### src/rtl/output_control_pkg.sv
// output_control_pkg: shared FSM state type and sizing constants for output_control
package output_control_pkg;
    typedef enum logic {IDLE, SEND} state_t;
    localparam int BLK_BYTES = 16;
    localparam int BYTE_W = 8;
    localparam int BUS_W = 32;
endpackage

### src/rtl/blk_shift128.sv
// blk_shift128: 128-bit load/shift register presenting the next byte of a block
//   clk, rst   : clock, asynchronous active-low reset
//   load, din  : capture a new block (bus0 in the top word)
//   shift      : advance to the following byte
//   nxt        : byte to register next (head of din on load, else head of the stored remainder)
//   MSB_FIRST  : 1 = byte [31:24] of each bus first, 0 = byte [7:0] first
module blk_shift128 import output_control_pkg::*; #(
    parameter int MSB_FIRST = 1
) (
    input  logic                 clk,
    input  logic                 rst,
    input  logic                 load,
    input  logic                 shift,
    input  logic [4*BUS_W-1:0]   din,
    output logic [BYTE_W-1:0]    nxt
);
    localparam int W = 4 * BUS_W;
    logic [W-1:0] ord;
    logic [W-1:0] sr;
    // Byte-reverse each word when LSB-first so the head is always the top byte
    for (genvar g = 0; g < 4; g++) begin : g_word
        assign ord[g*BUS_W +: BUS_W] = (MSB_FIRST != 0) ? din[g*BUS_W +: BUS_W] :
            {din[g*BUS_W +: BYTE_W], din[g*BUS_W+BYTE_W +: BYTE_W],
             din[g*BUS_W+2*BYTE_W +: BYTE_W], din[g*BUS_W+3*BYTE_W +: BYTE_W]};
    end
    assign nxt = load ? ord[W-1 -: BYTE_W] : sr[W-1 -: BYTE_W];
    // Holds the bytes still to be presented, the next one at the top
    always_ff @(posedge clk or negedge rst)
        if (!rst) sr <= '0;
        else sr <= load ? {ord[W-BYTE_W-1:0], {BYTE_W{1'b0}}} :
                   shift ? {sr[W-BYTE_W-1:0], {BYTE_W{1'b0}}} : sr;
endmodule

### src/rtl/output_control.sv
// output_control: serializes 128-bit result blocks into a byte stream with one block of buffering
//   clk, rst (async, active-low)
//   I_bus0..I_bus3, blk_valid, blk_ready : block input, bus0 leaves first
//   byte_out, byte_valid, byte_last, out_ready : byte stream with backpressure
//   ovf : sticky, a block was dropped
//   OUTPUT_CONTROL_PARITY_EN : adds byte_par, odd parity bit registered with byte_out
module output_control import output_control_pkg::*; #(
    parameter int MSB_FIRST = 1
) (
    input  logic              clk,
    input  logic              rst,
    input  logic [BUS_W-1:0]  I_bus0,
    input  logic [BUS_W-1:0]  I_bus1,
    input  logic [BUS_W-1:0]  I_bus2,
    input  logic [BUS_W-1:0]  I_bus3,
    input  logic              blk_valid,
    output logic              blk_ready,
    input  logic              out_ready,
    output logic [BYTE_W-1:0] byte_out,
    output logic              byte_valid,
    output logic              byte_last,
`ifdef OUTPUT_CONTROL_PARITY_EN
    output logic              byte_par,
`endif
    output logic              ovf
);
    state_t             state;
    logic [3:0]         cnt;
    logic [4*BUS_W-1:0] hold;
    logic               hold_full;
    logic [BYTE_W-1:0]  nxt;
    logic               hs, last_hs, acc, load_bus, load_hold, to_hold, load, shift;
    assign blk_ready = !hold_full;
    assign hs        = byte_valid && out_ready;
    assign last_hs   = hs && cnt == 4'(BLK_BYTES - 1);
    assign acc       = blk_valid && blk_ready;
    // A block arriving as the last byte leaves with the holding slot empty goes straight to the shifter
    assign load_bus  = acc && (state == IDLE || last_hs);
    assign load_hold = last_hs && hold_full;
    assign to_hold   = acc && !load_bus;
    assign load      = load_bus || load_hold;
    assign shift     = hs && !last_hs;
    blk_shift128 #(.MSB_FIRST(MSB_FIRST)) u_shift (
        .clk   (clk),
        .rst   (rst),
        .load  (load),
        .shift (shift),
        .din   (load_hold ? hold : {I_bus0, I_bus1, I_bus2, I_bus3}),
        .nxt   (nxt)
    );
    always_ff @(posedge clk or negedge rst)
        if (!rst) begin
            state      <= IDLE;
            cnt        <= '0;
            hold       <= '0;
            hold_full  <= 1'b0;
            byte_out   <= '0;
            byte_valid <= 1'b0;
            byte_last  <= 1'b0;
            ovf        <= 1'b0;
`ifdef OUTPUT_CONTROL_PARITY_EN
            byte_par   <= 1'b0;
`endif
        end else begin
            state      <= load ? SEND : last_hs ? IDLE : state;
            cnt        <= (load || last_hs) ? '0 : shift ? cnt + 4'd1 : cnt;
            hold       <= to_hold ? {I_bus0, I_bus1, I_bus2, I_bus3} : hold;
            hold_full  <= to_hold ? 1'b1 : load_hold ? 1'b0 : hold_full;
            byte_out   <= (load || shift) ? nxt : byte_out;
            byte_valid <= load ? 1'b1 : last_hs ? 1'b0 : byte_valid;
            byte_last  <= (load || last_hs) ? 1'b0 : shift ? cnt == 4'(BLK_BYTES - 2) : byte_last;
            ovf        <= ovf || (blk_valid && !blk_ready);
`ifdef OUTPUT_CONTROL_PARITY_EN
            byte_par   <= (load || shift) ? ~^nxt : byte_par;
`endif
        end
endmodule

### config.mk
export PLATFORM = sky130hd
export DESIGN_NAME = output_control
export DESIGN_NICKNAME = d
export VERILOG_FILES = /design/src/rtl/output_control_pkg.sv /design/src/rtl/blk_shift128.sv /design/src/rtl/output_control.sv
export SDC_FILE = /design/constraint.sdc
export NUM_CORES = 1
export LEC_CHECK = 0
export CAP_MARGIN = 20
export CORE_MARGIN = 2
export CORE_UTILIZATION = 55
export CTS_CLUSTER_SIZE = 10
export DETAILED_ROUTE_END_ITERATION = 7
export PLACE_DENSITY_LB_ADDON = 0.1
export SYNTH_ARGS = -nofsm -noshare
export SYNTH_HDL_FRONTEND = slang
export SYNTH_SLANG_ARGS = --single-unit
### constraint.sdc
create_clock -name clk -period 2.28 [get_ports clk]
set_clock_uncertainty 0.1 [all_clocks]
set_input_delay 0.228 -clock clk [delete_from_list [all_inputs] [get_ports clk]]
set_output_delay 0.228 -clock clk [all_outputs]
set_load 0.1 [all_outputs]
==> results of run 1 <==
-- placed cells by master, fill, tap and decap left out, types with 2 or more instances in the layout --
master | Yosys | final
dfrtp_1 | 264 | 263
clkdlybuf4s50_1 | 0 | 130
mux2_2 | 128 | 128
a221o_1 | 126 | 126
a22o_1 | 119 | 119
clkbuf_16 | 0 | 31
buf_4 | 12 | 25
buf_12 | 0 | 12
and3_1 | 9 | 9
mux2i_1 | 6 | 6
nor2_1 | 5 | 5
clkbuf_1 | 18 | 5
nand2_1 | 4 | 4
nand3_1 | 5 | 4
a21oi_1 | 4 | 4
nor2_4 | 2 | 3
inv_1 | 2 | 2
nand2b_1 | 2 | 2
o21ai_0 | 2 | 2
clkbuf_8 | 0 | 2
-- flip-flops by register name, indices dropped and copies added (netlist names) --
signal and count:
byte_out 8, hold 128, byte_last 1, cnt 4, ovf 1, state 1, u_shift.sr 120, hold_full 1
-- what timing repair did --
| action | 4_1_cts | 5_1_grt |
|---|---|---|
| gates resized for setup | 0 | 4 |
| hold buffers | 1 | 0 |
| endpoints found under the setup margin | 0 | 77 |
| hold endpoints to repair | 66 | 0 |
-- cell families after synthesis --
kind of cell / count (synthesis) / synth area share, %
flip-flops: 264 / 59.6
AO/OA/AOI/OAI: 254 / 21.4
multiplexers: 134 / 13.6
buffers and inverters: 69 / 3.28
AND/OR/NAND/NOR: 34 / 1.81
adder cells (fa/ha/maj): 2 / 0.226
XOR/XNOR: 1 / 0.0791
-- worst max-delay path by stage --
| stage | from | end | slack, ns | cells past startpoint |
|---|---|---|---|---|
| finish | cnt[0] | hold[109] | 0.15 | 6 |
| global route | cnt[0] | u_shift.sr[76] | 0.02 | 6 |
| CTS | cnt[0] | byte_out[2] | 0.04 | 6 |
| detailed placement | out_ready | byte_out[2] | -0.04 | 7 |
| global placement | out_ready | u_shift.sr[115] | 0.09 | 7 |
| floorplan | hold_full | u_shift.sr[100] | 0.03 | 6 |
-- worst register-to-register path: cells and delay by family (launching register included) --
kind / cells / cell delay (ns)
mux: 1 / 0.39
simple gates: 3 / 0.56
buf+inv: 1 / 0.27
fa+ha+maj: 1 / 0.27
flops: 1 / 0.43
-- layout make-up --
cell class / count / area (µm²) / area share [%]
Tap cell: 265 / 332 / 2.42
Timing Repair Buffer: 171 / 1800 / 13.1
Sequential cell: 264 / 6610 / 48.3
Clock buffer: 37 / 808 / 5.91
Inverter: 2 / 7.51 / 0.0549
Multi-Input combinational cell: 425 / 4130 / 30.2
-- metal layers --
layer / global-route usage (%) / vias to the layer above
met5: 0 / -
met4: 4.61 / 0
met3: 4.58 / 30
met2: 40.6 / 209
met1: 35.5 / 4014
li1: - / 3318
-- power by group --
group	internal, mW	leakage, nW	switching [mW]
clock	2.43	0.395	1.71
sequential	6.76	3.37	1.32
combinational	2.65	2.36	2.55
==> run_results.csv, run 1 <==
group,metric,value,unit
global_routing,gr-total-overflow,0,
logic_synthesis,async_flop_share,100,%
logic_synthesis,yosys.cell_count.top_type,"dfrtp_1",
cells_and_area,final_area,0.0137,mm²
sta,rsz0062_at_grt,"no",
critical_path,crit_family,"simple AND/OR/NAND/NOR gates",
global_routing,grt_pass1_wl,43400,µm
logic_synthesis,ys_types,30,
critical_path,cp.arrival,2.44,ns
placed_design,dp_hpwl,16500,µm
drt,routed-wl-met3,1500,µm
logic_synthesis,yosys_register_bits,264,
critical_path,crit_type,"reg2reg",
drt,vias,7571,
floorplanning,ios,144,
cells_and_area,n_fill_cell,1352,
cells_and_area,instances_no_fill,1164,
sta,fin_crit_sh,93.5,%
clock_network,cts_buffers,30,
critical_path,rrSetupSlack,0.15,ns
drt,wl_per_cell,22.9,µm
run,max_cap_violations,0,
logic_synthesis,yosysTopAreaCell,"dfrtp_1",
drt,drt_iter0_drc,566,
critical_path,ff2ff_path_depth,6,
clock_network,clock_latency,0.53,ns
pwr,ir_drop,0.688,mV
drt,met1_length,11700,µm
placed_design,place_ws,-0.0412,ns
sta,setup_violations,0,
critical_path,cp.buffers_inverters,1,
cells_and_area,drive_above_1_share,23.2,%
floorplanning,die_h,146,µm
cells_and_area,antenna_cells,0,
critical_path,crit_required,2.59,ns
drt,antenna_left,0,
sta,tns,0,ns
logic_synthesis,synth-edff-count,0,
critical_path,crit_slowest_cell,"dfrtp_1",
clock_network,cts_tree,"yes",
placed_design,numPortBuffers,143,
clock_network,cts_setup_buffers,0,
cells_and_area,nets,1028,
clock_network,cts_max_level,1,
clock_network,cts_sinks,264,
min_path,hp-class,"in2async",
sta,finalHoldViolations,0,
drt,viasPerCell,6.50,
sta,maxSlewViolCount,0,
logic_synthesis,syn_area_per_cell,14.6,µm²
global_routing,grt_max_degree,100,
placed_design,place_congestion,0.815,
run_status,outcome,"finished, final reports clean",
floorplanning,rows,51,
drt,dr.pass1.iters,4,
logic_synthesis,synth_cells,758,
sta,layout_setup_ws,0.148,ns
clock_network,clockBufferDepth,3,
pwr,p_per_area,1270,mW/mm²
floorplanning,start_util,56.5,%
drt,wirelength,26700,µm
logic_synthesis,ys_seq_area_share,59.6,%
drt,highest_layer,"met4",
global_routing,grtUsageTotal,24.9,%
logic_synthesis,synthTopCellsByCount,"264 x dfrtp_1, 128 x mux2_2, 126 x a221o_1, 119 x a22o_1, 29 x buf_2",
logic_synthesis,syn_nets,892,
sta,whs,0.177,ns
floorplanning,core,0.0196,mm²
sta,relSlewSlack,59.4,%
pwr,power,17.4,mW
clock_network,path_clk_slew,0.05,ns
placed_design,dp.cells,1126,
critical_path,crit_fanout,43,
critical_path,slowest_delay,0.43,ns
floorplanning,die_area,0.0213,mm²
critical_path,crit_path_start_kind,"register",
drt,route.detailed.drc,0,
critical_path,end_kind,"register",
drt,route.met2.wl,13100,µm
cells_and_area,final_util,69.8,%
sta,fmax,469,MHz
logic_synthesis,syn_area,0.0111,mm²
logic_synthesis,netlist_top_cells_area,"dfrtp_1 60%, mux2_2 13%, a221o_1 11%, a22o_1 9.4%, buf_2 1.3%",
logic_synthesis,yosys_warnings,0,
logic_synthesis,dominantRegCellSynth,"dfrtp_1",
sta,tightest_slew,0.609,ns
critical_path,worstReg2RegStart,"cnt[0]",
floorplanning,die_x,146,µm
logic_synthesis,netlist.area_leader.share,59.6,%
global_routing,antenna_found_initial,0,
pwr,power_leakage,6.13,nW
global_routing,grt_pass1_vias,7762,
placed_design,dpl_cell_area,0.0128,mm²
cells_and_area,synthToLayoutAreaGrowth,23.5,%
clock_network,cts-root-buf,"clkbuf_16",
critical_path,crit_chain,"ha_2 -> nand4_2 -> and2_1 -> nand3_4 -> buf_16 -> mux2_2",
sta,fin_crit,2.13,ns
critical_path,r2r_end,"hold[109]",
(Power assumes the default switching activity.)
==> run 2: changes to the inputs <==
PLACE_DENSITY = 0.8   (was not set)
PLACE_DENSITY_LB_ADDON = not set   (was 0.1)
==> run_results.csv, run 2 (same netlist as run 1, synthesis figures left out) <==
group,metric,value,unit
floorplanning,core,0.0196,mm²
critical_path,worstReg2RegStart,"cnt[0]",
critical_path,crit_chain,"ha_2 -> nand4_2 -> and2_1 -> nand3_4 -> buf_12 -> mux2_2",
sta,setup_violations,0,
critical_path,crit_slowest_cell,"dfrtp_1",
pwr,power,17.4,mW
run_status,outcome,"finished, final reports clean",
drt,routed-wl-met3,1640,µm
floorplanning,die_h,146,µm
critical_path,crit_type,"reg2reg",
global_routing,grt_pass1_vias,7983,
floorplanning,die_x,146,µm
critical_path,slowest_delay,0.43,ns
drt,met1_length,11300,µm
placed_design,numPortBuffers,143,
critical_path,crit_required,2.60,ns
floorplanning,ios,144,
global_routing,gr-total-overflow,0,
critical_path,crit_path_start_kind,"register",
critical_path,startpoint,"cnt[0]",
placed_design,dp_hpwl,16600,µm
drt,vias,7636,
sta,fmax,470,MHz
critical_path,crit_fanout,38,
global_routing,grtUsageTotal,25.0,%
clock_network,path_clk_slew,0.05,ns
cells_and_area,nets,1026,
cells_and_area,top_register,"hold",
cells_and_area,antenna_cells,0,
cells_and_area,final_util,69.9,%
drt,antenna_left,0,
cells_and_area,largest_reg_flops,128,
floorplanning,rows,51,
clock_network,cts_tree,"yes",
critical_path,crit_family,"simple AND/OR/NAND/NOR gates",
floorplanning,start_util,56.5,%
clock_network,clockBufferDepth,3,
critical_path,critical_path.endpoint,"hold[44]",
clock_network,cts_setup_buffers,0,
critical_path,ff2ff_path_depth,6,
sta,tightest_slew,0.465,ns
drt,dr.pass1.iters,5,
placed_design,place_congestion,0.816,
run,max_cap_violations,0,
sta,fin_crit,2.13,ns
pwr,p_per_area,1270,mW/mm²
cells_and_area,top_regs,"hold x128, u_shift.sr x120, byte_out x8",
sta,maxSlewViolCount,0,
global_routing,grt_max_degree,79,
clock_network,cts_sinks,264,
cells_and_area,layout_common_cells,"263 x dfrtp_1, 130 x clkdlybuf4s50_1, 128 x mux2_2, 126 x a221o_1, 119 x a22o_1",
drt,highest_layer,"met4",
clock_network,cts_max_level,1,
critical_path,end_kind,"register",
cells_and_area,drive_above_1_share,23.1,%
cells_and_area,synthToLayoutAreaGrowth,23.6,%
sta,finalHoldViolations,0,
pwr,power_leakage,6.12,nW
min_path,hp-class,"in2async",
drt,drt_iter0_drc,656,
clock_network,cts_buffers,30,
critical_path,rrSetupSlack,0.15,ns
sta,fin_crit_sh,93.3,%
global_routing,grt_pass1_wl,43500,µm
clock_network,cts-root-buf,"clkbuf_16",
drt,wirelength,26500,µm
drt,route.met2.wl,13000,µm
critical_path,cp.arrival,2.44,ns
sta,relSlewSlack,69.0,%
drt,wl_per_cell,22.8,µm
cells_and_area,final_common_cell,"dfrtp_1",
pwr,ir_drop,0.736,mV
critical_path,r2r_end,"hold[44]",
drt,viasPerCell,6.57,
clock_network,clock_latency,0.54,ns
drt,route.detailed.drc,0,
sta,rsz0062_at_grt,"no",
critical_path,cp.depth,6,
global_routing,antenna_found_initial,0,
floorplanning,die_area,0.0213,mm²
critical_path,cp.buffers_inverters,1,
run 2: cell count changes in the layout (fill, tap and decap cells not counted):
cell and delta:
clkbuf_8 -1, buf_16 -1, buf_6 +1, buf_4 -5
buf_8 +1, buf_12 +3
run 2: worst min-delay path by stage:
| stage | endpoint | slack (ns) | depth (start not counted) |
|---|---|---|---|
| 4_1_cts | byte_out[1] | 0.06 | 2 |
| 6_report | hold[121] | 0.08 | 2 |
| 2_1_floorplan | byte_last | -0.17 | 0 |
| 3_5_place_dp | hold[121] | 0.03 | 1 |
| 3_3_place_gp | byte_out[1] | 0.03 | 1 |
| 5_1_grt | byte_out[2] | 0.09 | 2 |
run 2: power breakdown:
part	switching, mW	total [mW]	internal (mW)
combinational	2.58	5.24	2.66
sequential	1.31	8.07	6.76
clock	1.70	4.13	2.42
total	5.60	17.4	11.8
run 2: layout make-up:
| cell class | count | area, µm² |
|---|---|---|
| inverters | 2 | 7.51 |
| fillers | 1335 | 5900 |
| repair buffers | 169 | 1800 |
| well taps | 265 | 332 |
| multi-input cells | 425 | 4130 |
| clock buffers | 37 | 808 |
| flip-flops and latches | 264 | 6610 |
run 2: repair_timing:
action	4_1_cts	5_1_grt
cloned	0	0
setup endpoints to repair	27	82
hold buffers	1	0
hold endpoints to repair	264	0
gates resized for setup	1	4
run 2: metrics by stage:
stage	TNS [ns]	setup slack (ns)	instances	hold slack, ns	area, µm²
after floorplan	0	0.0289	758	-0.168	11100
after global placement	0	0.0478	1124	0.0284	12900
after detailed placement	-0.00619	-0.00619	1124	0.0306	12900
after CTS	0	0.0627	1162	0.0631	13700
after global routing	0	0.0171	1162	0.0910	13700
final	0	0.154	1162	0.0804	13700
run 2: metal layers:
layer | vias up | global-route usage (%)
li1 | 3316 | -
met1 | 3972 | 35.4
met2 | 304 | 40.4
met3 | 44 | 4.29
met4 | 0 | 6.32
met5 | - | 0
